### config.mk
export PLATFORM = sky130hd
export DESIGN_NAME = stream_mux_rr
export DESIGN_NICKNAME = d
export VERILOG_FILES = /design/src/rtl/stream_mux_rr.sv
export SDC_FILE = /design/constraint.sdc
export NUM_CORES = 1
export LEC_CHECK = 0
export CELL_PAD_IN_SITES_DETAIL_PLACEMENT = 0
export CELL_PAD_IN_SITES_GLOBAL_PLACEMENT = 1
export CORE_MARGIN = 2
export CORE_UTILIZATION = 28
export CTS_CLUSTER_DIAMETER = 120
export CTS_CLUSTER_SIZE = 30
export DETAILED_ROUTE_END_ITERATION = 10
export PLACE_DENSITY = 0.94
export SLEW_MARGIN = 20
export SYNTH_ARGS = -nofsm -noshare
export SYNTH_HDL_FRONTEND = slang
export SYNTH_SLANG_ARGS = --single-unit
export TNS_END_PERCENT = 100
### constraint.sdc
create_clock -name clk -period 5.15 [get_ports clk]
set_input_delay 1.03 -clock clk [delete_from_list [all_inputs] [get_ports clk]]
set_output_delay 1.03 -clock clk [all_outputs]
set_load 0.005 [all_outputs]
### src/rtl/stream_mux_rr.sv
// rtl/stream_mux_rr.sv - N-channel registered stream mux, fixed-select or round-robin
//
// Optional feature macro: STREAM_MUX_PKT_LOCK_EN
//   When defined, once a beat with in_last=0 is accepted, its channel keeps the
//   grant until that channel's in_last=1 beat is accepted.
//
// Ports:
//   clk, rst      rising-edge clock, asynchronous active-high reset
//   mode          0 = fixed select via sel, 1 = round-robin
//   sel           channel index used when mode=0
//   in_valid      per-channel beat valid
//   in_ready      per-channel accept (combinational, at most one bit set)
//   in_data       channel i at [i*WIDTH +: WIDTH]
//   in_last       per-channel end-of-packet flag
//   out_valid     registered output beat valid
//   out_ready     consumer accept
//   out_data      registered beat data
//   out_last      registered in_last of the beat
//   out_chan      registered source channel of the beat

module stream_mux_rr #(
  parameter int NCH   = 4,
  parameter int WIDTH = 8,
  localparam int SELW = $clog2(NCH)
) (
  input  logic                 clk,
  input  logic                 rst,
  input  logic                 mode,
  input  logic [SELW-1:0]      sel,
  input  logic [NCH-1:0]       in_valid,
  output logic [NCH-1:0]       in_ready,
  input  logic [NCH*WIDTH-1:0] in_data,
  input  logic [NCH-1:0]       in_last,
  output logic                 out_valid,
  input  logic                 out_ready,
  output logic [WIDTH-1:0]     out_data,
  output logic                 out_last,
  output logic [SELW-1:0]      out_chan
);

  logic             out_valid_q, out_valid_d;
  logic [WIDTH-1:0] out_data_q,  out_data_d;
  logic             out_last_q,  out_last_d;
  logic [SELW-1:0]  out_chan_q,  out_chan_d;
  logic [SELW-1:0]  rr_ptr_q,    rr_ptr_d;
`ifdef STREAM_MUX_PKT_LOCK_EN
  logic             lock_q,      lock_d;
  logic [SELW-1:0]  lock_ch_q,   lock_ch_d;
`endif

  logic             grant;
  logic [SELW-1:0]  g;
  logic [SELW-1:0]  cand;
  logic             load_ok;
  logic             accept;

  // Grant selection. The round-robin scan runs from the farthest candidate to
  // the nearest, so the last hit (closest to rr_ptr+1) wins.
  always_comb begin
    grant = 1'b0;
    g     = '0;
    cand  = '0;
`ifdef STREAM_MUX_PKT_LOCK_EN
    if (lock_q) begin
      grant = in_valid[lock_ch_q];
      g     = lock_ch_q;
    end else
`endif
    if (!mode) begin
      if ((int'(sel) < NCH) && in_valid[sel]) begin
        grant = 1'b1;
        g     = sel;
      end
    end else begin
      for (int k = NCH; k >= 1; k--) begin
        cand = SELW'((int'(rr_ptr_q) + k) % NCH);
        if (in_valid[cand]) begin
          grant = 1'b1;
          g     = cand;
        end
      end
    end
  end

  assign load_ok = ~out_valid_q | out_ready;
  // Gating with rst keeps in_ready low for the whole reset pulse, including
  // the asynchronous assertion mid-cycle.
  assign accept  = grant & load_ok & ~rst;

  always_comb begin
    in_ready = '0;
    if (accept) begin
      in_ready[g] = 1'b1;
    end
  end

  always_comb begin
    out_valid_d = out_valid_q;
    out_data_d  = out_data_q;
    out_last_d  = out_last_q;
    out_chan_d  = out_chan_q;
    rr_ptr_d    = rr_ptr_q;
`ifdef STREAM_MUX_PKT_LOCK_EN
    lock_d      = lock_q;
    lock_ch_d   = lock_ch_q;
`endif
    if (accept) begin
      // Also covers drain-and-reload in the same cycle: no bubble.
      out_valid_d = 1'b1;
      out_data_d  = in_data[g*WIDTH +: WIDTH];
      out_last_d  = in_last[g];
      out_chan_d  = g;
      if (mode) begin
        rr_ptr_d = g;
      end
`ifdef STREAM_MUX_PKT_LOCK_EN
      lock_d    = ~in_last[g];
      lock_ch_d = g;
`endif
    end else if (out_ready) begin
      out_valid_d = 1'b0;
    end
  end

  always_ff @(posedge clk or posedge rst) begin
    if (rst) begin
      out_valid_q <= 1'b0;
      out_data_q  <= '0;
      out_last_q  <= 1'b0;
      out_chan_q  <= '0;
      rr_ptr_q    <= SELW'(NCH - 1);
`ifdef STREAM_MUX_PKT_LOCK_EN
      lock_q      <= 1'b0;
      lock_ch_q   <= '0;
`endif
    end else begin
      out_valid_q <= out_valid_d;
      out_data_q  <= out_data_d;
      out_last_q  <= out_last_d;
      out_chan_q  <= out_chan_d;
      rr_ptr_q    <= rr_ptr_d;
`ifdef STREAM_MUX_PKT_LOCK_EN
      lock_q      <= lock_d;
      lock_ch_q   <= lock_ch_d;
`endif
    end
  end

  assign out_valid = out_valid_q;
  assign out_data  = out_data_q;
  assign out_last  = out_last_q;
  assign out_chan  = out_chan_q;

endmodule
Word level (Yosys, flattened, before mapping)
Cells that the tools add are included.
{"block": "word_totals", "output_inout_bits": 16, "reg_bits": 14, "word_cells": 54, "in_bits": 46}
{"block": "op_classes", "bitwise": 5, "shift": 1, "n_lt_le_gt_ge": 7, "addsub": 4, "reduce_logical": 3, "n_mux": 29}
{"operator": "$shiftx 32x6->8", "count": 1}
{"operator": "$lt 2x3->1 const B", "count": 6}
{"operator": "$mux 1", "count": 15}
{"operator": "$bmux 1 s2", "count": 6}
{"operator": "$mux 2", "count": 6}
{"operator": "$add 2x1->2 const B", "count": 2}
{"operator": "$add 2x2->2 const B", "count": 2}
{"operator": "$mux 4", "count": 1}
{"operator": "$and 1x1->1", "count": 2}
{"operator": "$demux 1 s2", "count": 1}
{"operator": "$ge 2x1->1 const B", "count": 1}
{"operator": "$not 1->1", "count": 2}
{"operator": "$reduce_and 2->1", "count": 1}
{"operator": "$reduce_bool 2->1", "count": 1}
{"operator": "$logic_and 1x1->1", "count": 1}
{"operator": "$or 1x1->1", "count": 1}

Logic depth before layout (Yosys ltp)
Gate-level depths: netlist (run 1).
{"block": "depth", "word_depth": 13, "mapped_depth": 8, "ltp_nobuf": 6}

Worst setup path after synthesis (run 1)
No wires, ideal clock.
{"block": "synth_timing", "kind": "input-to-output", "start": "input mode", "end": "output in_ready[0]", "path_slack_ps": 1675, "stages": 8, "required_ps": 4120, "arrival_time_ps": 2445, "cell_sequence": "or2_1 -> o22ai_2 -> nor2b_1 -> or3_1 -> buf_6 -> or2_4 -> buf_6 -> nor2_1"}
{"block": "synth_between", "elab_chain_cells": 6}
{"element": "start, declared", "line_no": "28", "rtl": "input logic mode,"}
{"element": "$mux 2", "line_no": "69", "rtl": "if (!mode) begin"}
{"element": "$lt 2x3->1 (not written as such) or $ge 2x1->1 (tied branches)", "line_no": "93", "rtl": "in_ready[g] = 1'b1;"}
{"element": "$logic_and 1x1->1 (not written as such)", "line_no": "93"}
{"element": "$mux 1 (not written as such)", "line_no": "93"}
{"element": "$demux 1 s2", "line_no": "93"}
{"element": "$mux 4 *", "line_no": "92", "rtl": "if (accept) begin"}
{"element": "end, declared", "line_no": "31", "rtl": "output logic [NCH-1:0] in_ready,"}
Mark *: on every way between the ends. The rest lies on a longest branch, timed or not.

Worst setup path after layout (run 1)
{"block": "layout_timing", "start": "input mode", "end": "output in_ready[1]"}
The elaborated chain is that of the path after synthesis.

==> impl_results.md, run 1 <==
- Max frequency: 0.219 GHz
- Clock-pin slew on the worst setup and hold paths: 0.08 ns
- Top post-synthesis cells by count: mux2i_1, nand2_1, dfrtp_1
- Initial antenna violation count: 0
- Hold Buf Count CTS: 0
- M1 WL: 1180 µm
- Post-synth EDFFs: 0
- Simple logic cell fraction of the synthesized area: 0.146
- Setup ws final: 0.580 ns
- Routability congestion estimate: 0.710
- DRC violations left: 0
- Final hold slack: 0.492 ns
- Clk_lat worst skew: 0.27 ns
- Fraction of layout cells with a size suffix above 1: 0.136
- Synth Warn #: 0
- DR top layer: met4
- DR WL/cell: 14.3 µm
- Synthesized instance count: 91
- Register area: 353 µm²
- Initial Util: 0.292
- Final max-slew violation count: 0
- Number of global-route vias before repair: 1023
- CTS Sinks: 14
- Max IR drop VDD: 0.120 mV
- Io pins: 62
- CTS Buf Count: 3
- Setup slack at placement: 0.584 ns
- Post-route minimum period: 4.57 ns
- Total core area: 3340 µm²
- Die height: 63 µm
- Setup repair bufs after CTS: 0
- Slew of the pin with the lowest slew margin: 0.715 ns
- Total GRT Usage: 0.149
- Mux contribution to synthesized area: 0.250
- Final setup fails: 0
- DRT iter0 DRCs: 50
- Setup TNS: 0 ns
- Area leader, netlist: dfrtp_1
- Nets@finish: 201
- Power Density: 288 nW/µm²
- Synth Area in XOR/XNOR: 0
- Avg Inst Size Synth: 10.7 µm²
- Status: finished, final reports clean
- Detail Route met3 WL: 217 µm
- CP Max Fanout: 12
- Multi-input gate area: 589 µm²
- Antenna-violating nets left: 0
- Area after DPL: 1630 µm²
- # diodes: 0
- Area of the mapped netlist: 975 µm²
- CTS H-Tree Depth: 1
- Fill cell count: 344
- FP Rows: 21
- CTS tree: built
- Worst EP required: 4.12 ns
- Register area share after synthesis: 0.362
- Die area: 3970 µm²
- Post-Synth Adder-Cell Area: 0
- Arr. time, crit path: 3.54 ns
- Net Count, Synth: 137
- Kind of critical path: input pin to primary output
- CP startpoint kind: input pin
- DRT Pass-1 Iters: 4
- Max-Cap Viols: 0
- HP Class: flop to flop
- Slew margin rel.: 0.523
- Primary FF master, synth: dfrtp_1
- Static Leak: 0.649 nW
- First-pass GRT wire length: 4750 µm
- Largest net degree at the start of global routing: 15
- Tcrit/Tclk final: 0.887
- PortBufs: 61
- Clock Path Buffers: 2
- Distinct cells, synth: 26
- Post-synth top area share: 0.308
- Routed wire length: 2870 µm
- Main combinational cell family by area after synthesis: multiplexers
- Vias: 940
- Compound-gate portion of the synthesized area: 0.204
- Synthesis-to-layout area growth: 69.8%
- DIE WIDTH: 63 µm
- DR vias/cell: 4.70
- Final-report hold violation count: 0
- Yosys reg bits: 14
- DP Wirelength: 2350 µm
- Gr ovfl total: 0
- Clock skew: 0.00359 ns
- Finished Cell Area: 1660 µm²
- Wire length on met2: 1440 µm
- Root Driver: clkbuf_4
- Async set-reset flop share out of synthesis: 1.00
- Worst Setup End Kind: primary output
- Synth top area cells: dfrtp_1, mux2i_1, o221ai_2
- Most frequent cell after synthesis: mux2i_1
- Cts repair resizes: 0
- RSZ-0062 raised after global routing: false
## sequential cells by signal (all words and copies together), names as in the netlist
register / flops
out_chan: 2
out_data: 8
out_last: 1
out_valid: 1
rr_ptr_q: 2
## layout make-up
type / count / area share
inverter: 1 / 0.00227
tap: 46 / 0.0348
clock buffer: 4 / 0.0159
timing repair buffer: 63 / 0.378
sequential: 14 / 0.213
multi-input combinational: 72 / 0.356
## placed cells by master (no fill, tap or decap), drive strengths merged, types with 3 or more instances in the layout
master	instances
dfrtp	12
nand2	14
nand2b	3
mux2	3
a21oi	3
nor2b	3
o221ai	10
clkdlybuf4s50	61
clkbuf	4
mux2i	21
## cells by family after synthesis
family                 Yosys count
AO/OA/AOI/OAI                   19
buffers and inverters            5
flip-flops                      14
multiplexers                    24
AND/OR/NAND/NOR                 29
## layer usage
| layer | up-vias | track usage |
|---|---|---|
| met2 | 39 | 0.261 |
| met1 | 432 | 0.180 |
| li1 | 467 | - |
| met4 | 0 | 0.0417 |
| met5 | - | 0 |
| met3 | 2 | 0.0378 |
## critical path, cell delays in order
cell and delay, ns:
clkdlybuf4s50_1 0.47, or2_1 0.27, o22ai_2 0.13, nor2b_1 0.09
or3_1 0.51, or2_4 0.39, nor2b_1 0.13, clkdlybuf4s50_1 0.51
## path summary, 6_finish.rpt
| path | from | end | slack [ns] | depth (start not counted) |
|---|---|---|---|---|
| max reg2reg | rr_ptr_q[1] | out_data[2] | 2.81 | 7 |
| max | mode | in_ready[1] | 0.58 | 8 |
| min in group asynchronous | rst | out_data[0] | 1.18 | 2 |
| min | out_data[0] | out_data[0] | 0.49 | 2 |
| min reg2reg | out_data[0] | out_data[0] | 0.49 | 2 |
| max in group asynchronous | rst | rr_ptr_q[1] | 3.61 | 2 |
## stage by stage
stage | power, mW | cells | util
global placement | 0.412 | 196 | 0.488
CTS | 0.482 | 200 | 0.496
finish | 0.477 | 200 | 0.496
global route | 0.512 | 200 | 0.496
detailed placement | 0.420 | 196 | 0.488
floorplan | 0.294 | 91 | -
## power by group
part           total [mW]  switching (mW)  internal, mW  leakage (nW)
registers           0.174          0.0253         0.148         0.168
clock network      0.0617          0.0318        0.0299        0.0150
logic               0.241          0.0954         0.146         0.466
total               0.477           0.153         0.324         0.649
(Power assumes the default switching activity.)
==> inputs of run 2 (changes only) <==
--- a/config.mk
+++ b/config.mk
@@ -8,11 +8,12 @@
 export CELL_PAD_IN_SITES_DETAIL_PLACEMENT = 0
 export CELL_PAD_IN_SITES_GLOBAL_PLACEMENT = 1
 export CORE_MARGIN = 2
-export CORE_UTILIZATION = 28
+export CORE_UTILIZATION = 47
 export CTS_CLUSTER_DIAMETER = 120
 export CTS_CLUSTER_SIZE = 30
 export DETAILED_ROUTE_END_ITERATION = 10
-export PLACE_DENSITY = 0.94
+export DONT_BUFFER_PORTS = 1
+export PLACE_DENSITY = 0.91
 export SLEW_MARGIN = 20
 export SYNTH_ARGS = -nofsm -noshare
 export SYNTH_HDL_FRONTEND = slang
==> impl_results.md, run 2 (same netlist as run 1, synthesis figures left out) <==
- Status: finished, final reports clean
- Kind of critical path: input pin to primary output
- Arr. time, crit path: 2.63 ns (-0.91 ns)
- Vias: 721 (-23%)
- Sw Share: 0.354 (+0.0344)
- Max IR drop VDD: 0.185 mV (+55%)
- DP Wirelength: 1530 µm (-35%)
- Wire length on met2: 1010 µm (-30%)
- Most common cell after layout, fill and taps aside: mux2i_1
- Routed wire length: 2020 µm (-29%)
- Setup slack at placement: 1.48 ns (+0.892 ns)
- Final-report hold violation count: 0 (unchanged)
- # diodes: 0 (unchanged)
- Max frequency: 0.273 GHz (+25%)
- Slew of the pin with the lowest slew margin: 0.524 ns (-0.191 ns)
- Final setup fails: 0 (unchanged)
- Root Driver: clkbuf_4
- Setup ws final: 1.49 ns (+0.907 ns)
- CTS Buf Count: 3 (unchanged)
- Gr ovfl total: 0 (unchanged)
- CP top delay family: simple AND/OR/NAND/NOR gates
- DIE WIDTH: 49.5 µm (-21%)
- CTS Sinks: 14 (unchanged)
- Slew margin rel.: 0.650 (+0.127)
- Die area: 2450 µm² (-38%)
- Internal cell power: 0.245 mW (-24%)
- Static Leak: 0.409 nW (-37%)
- Total core area: 1960 µm² (-41%)
- Final max-slew violation count: 0 (unchanged)
- Cts repair resizes: 0 (unchanged)
- Psw: 0.135 mW (-12%)
- DRC violations left: 0 (unchanged)
- DR WL/cell: 17.0 µm (+19%)
- Power Density: 375 nW/µm² (+30%)
- First-pass GRT wire length: 3170 µm (-33%)
- Post-route minimum period: 3.66 ns (-0.907 ns)
- Routability congestion estimate: 0.654 (-7.9%)
- Crit-path max cell delay: 0.44 ns (-0.07 ns)
- CP max stage cell: nor3_1
- Fraction of layout cells with a size suffix above 1: 0.217 (+0.0810)
- Most frequent cells in the layout: mux2i_1, nand2_1, dfrtp_1
- PortBufs: 0 (-100%)
- Worst EP required: 4.12 ns (about the same)
- DRT Pass-1 Iters: 4 (unchanged)
- Number of global-route vias before repair: 694 (-32%)
- CTS H-Tree Depth: 1 (unchanged)
- Synthesis-to-layout area growth: 3.98%
- CP startpoint kind: input pin
- Worst Setup End Kind: primary output
- HP Class: flop to flop
- M1 WL: 772 µm (-34%)
- Initial antenna violation count: 0 (unchanged)
- RSZ-0062 raised after global routing: false
- Detail Route met3 WL: 228 µm (+5.1%)
- Clock-pin slew on the worst setup and hold paths: 0.09 ns (about the same)
- CP Max Fanout: 10 (-2)
- Worst path bufs/invs: 0 (-2)
- Gate power share: 0.355 (-0.151)
- Worst-path cell chain: or2_1, o22ai_2, nor2b_1, nor3_1, nand2_1, nor2_1
- Clk pwr share: 0.169 (+0.040)
- Max FFs per register: 8 (unchanged)
- Tcrit/Tclk final: 0.711 (-0.176)
- Nets@finish: 139 (-31%)
- Setup TNS: 0 ns (unchanged)
- Hold Buf Count CTS: 0 (unchanged)
- Setup repair bufs after CTS: 0 (unchanged)
- CTS tree: built
- Clock Path Buffers: 2 (unchanged)
- Worst setup path start: mode
- Clk_lat worst skew: 0.27 ns (about the same)
- Max-Cap Viols: 0 (unchanged)
- Total GRT Usage: 0.165 (+0.0160)
- DR vias/cell: 6.06 (+29%)
- Largest net degree at the start of global routing: 25 (+10)
- Worst r2r src: rr_ptr_q[1]
- Die height: 49.5 µm (-21%)
- Initial Util: 0.497 (+0.205)
- Worst hold start: out_last
- Share of total power in sequential cells: 0.476 (+0.112)
- DRT iter0 DRCs: 16 (-68%)
- Antenna-violating nets left: 0 (unchanged)
- Io pins: 62 (unchanged)
- DR top layer: met4
- FP Rows: 16 (-24%)
- Clock skew: 0.00716 ns (+0.00356 ns)
==> run 2: changes by cell type in the layout (fill, tap and decap cells not counted), sizes merged <==
| cell | delta |
|---|---|
| clkdlybuf4s50 | -61 |
| buf | -1 |
==> run 2: worst paths after layout <==
kind	to	slack, ns	cells past startpoint
worst max register to register	out_data[2]	3.29	7
min in group asynchronous	out_data[7]	0.67	1
worst min register to register	out_last	0.53	2
worst max-delay path	in_ready[2]	1.49	6
max in group asynchronous	rr_ptr_q[1]	4.11	1
worst min-delay path	out_last	0.53	2
==> run 2: stage by stage <==
step / utilization / hold WS [ns] / instances / power [mW] / cell area [µm²]
finish: 0.517 / 0.530 / 119 / 0.380 / 1010
global placement: 0.503 / 0.518 / 115 / 0.315 / 987
detailed placement: 0.503 / 0.513 / 115 / 0.318 / 987
floorplan: - / 0.477 / 91 / 0.294 / 975
global route: 0.517 / 0.559 / 119 / 0.406 / 1010
CTS: 0.517 / 0.536 / 119 / 0.382 / 1010
==> run 2: metal layers <==
metal | GRT usage | vias up
met5 | 0 | -
met4 | 0.0417 | 0
met3 | 0.0727 | 2
met2 | 0.289 | 35
met1 | 0.182 | 340
li1 | - | 344
==> run 2: tightest hold or removal path, stage by stage, from the launching register on <==
cell and delay [ns]:
dfrtp_1 0.38, nand2_1 0.06, o221ai_1 0.06
==> run 2: final cells by class <==
| cell class | instances | area (µm²) |
|---|---|---|
| Sequential cell | 14 | 353 |
| Fill cell | 197 | 948 |
| Clock buffer | 4 | 26.3 |
| Inverter | 1 | 3.75 |
| Tap cell | 27 | 33.8 |
| Multi-Input combinational cell | 72 | 589 |
| Timing Repair Buffer | 1 | 7.51 |
==> run 2: power groups by stage <==
stage               Clock (mW)  Sequential [mW]  Combinational (mW)
CTS                     0.0651            0.181               0.136
finish                  0.0641            0.181               0.135
global route            0.0702            0.185               0.150
floorplan                    0            0.173               0.121
global placement             0            0.182               0.133
detailed placement           0            0.183               0.135
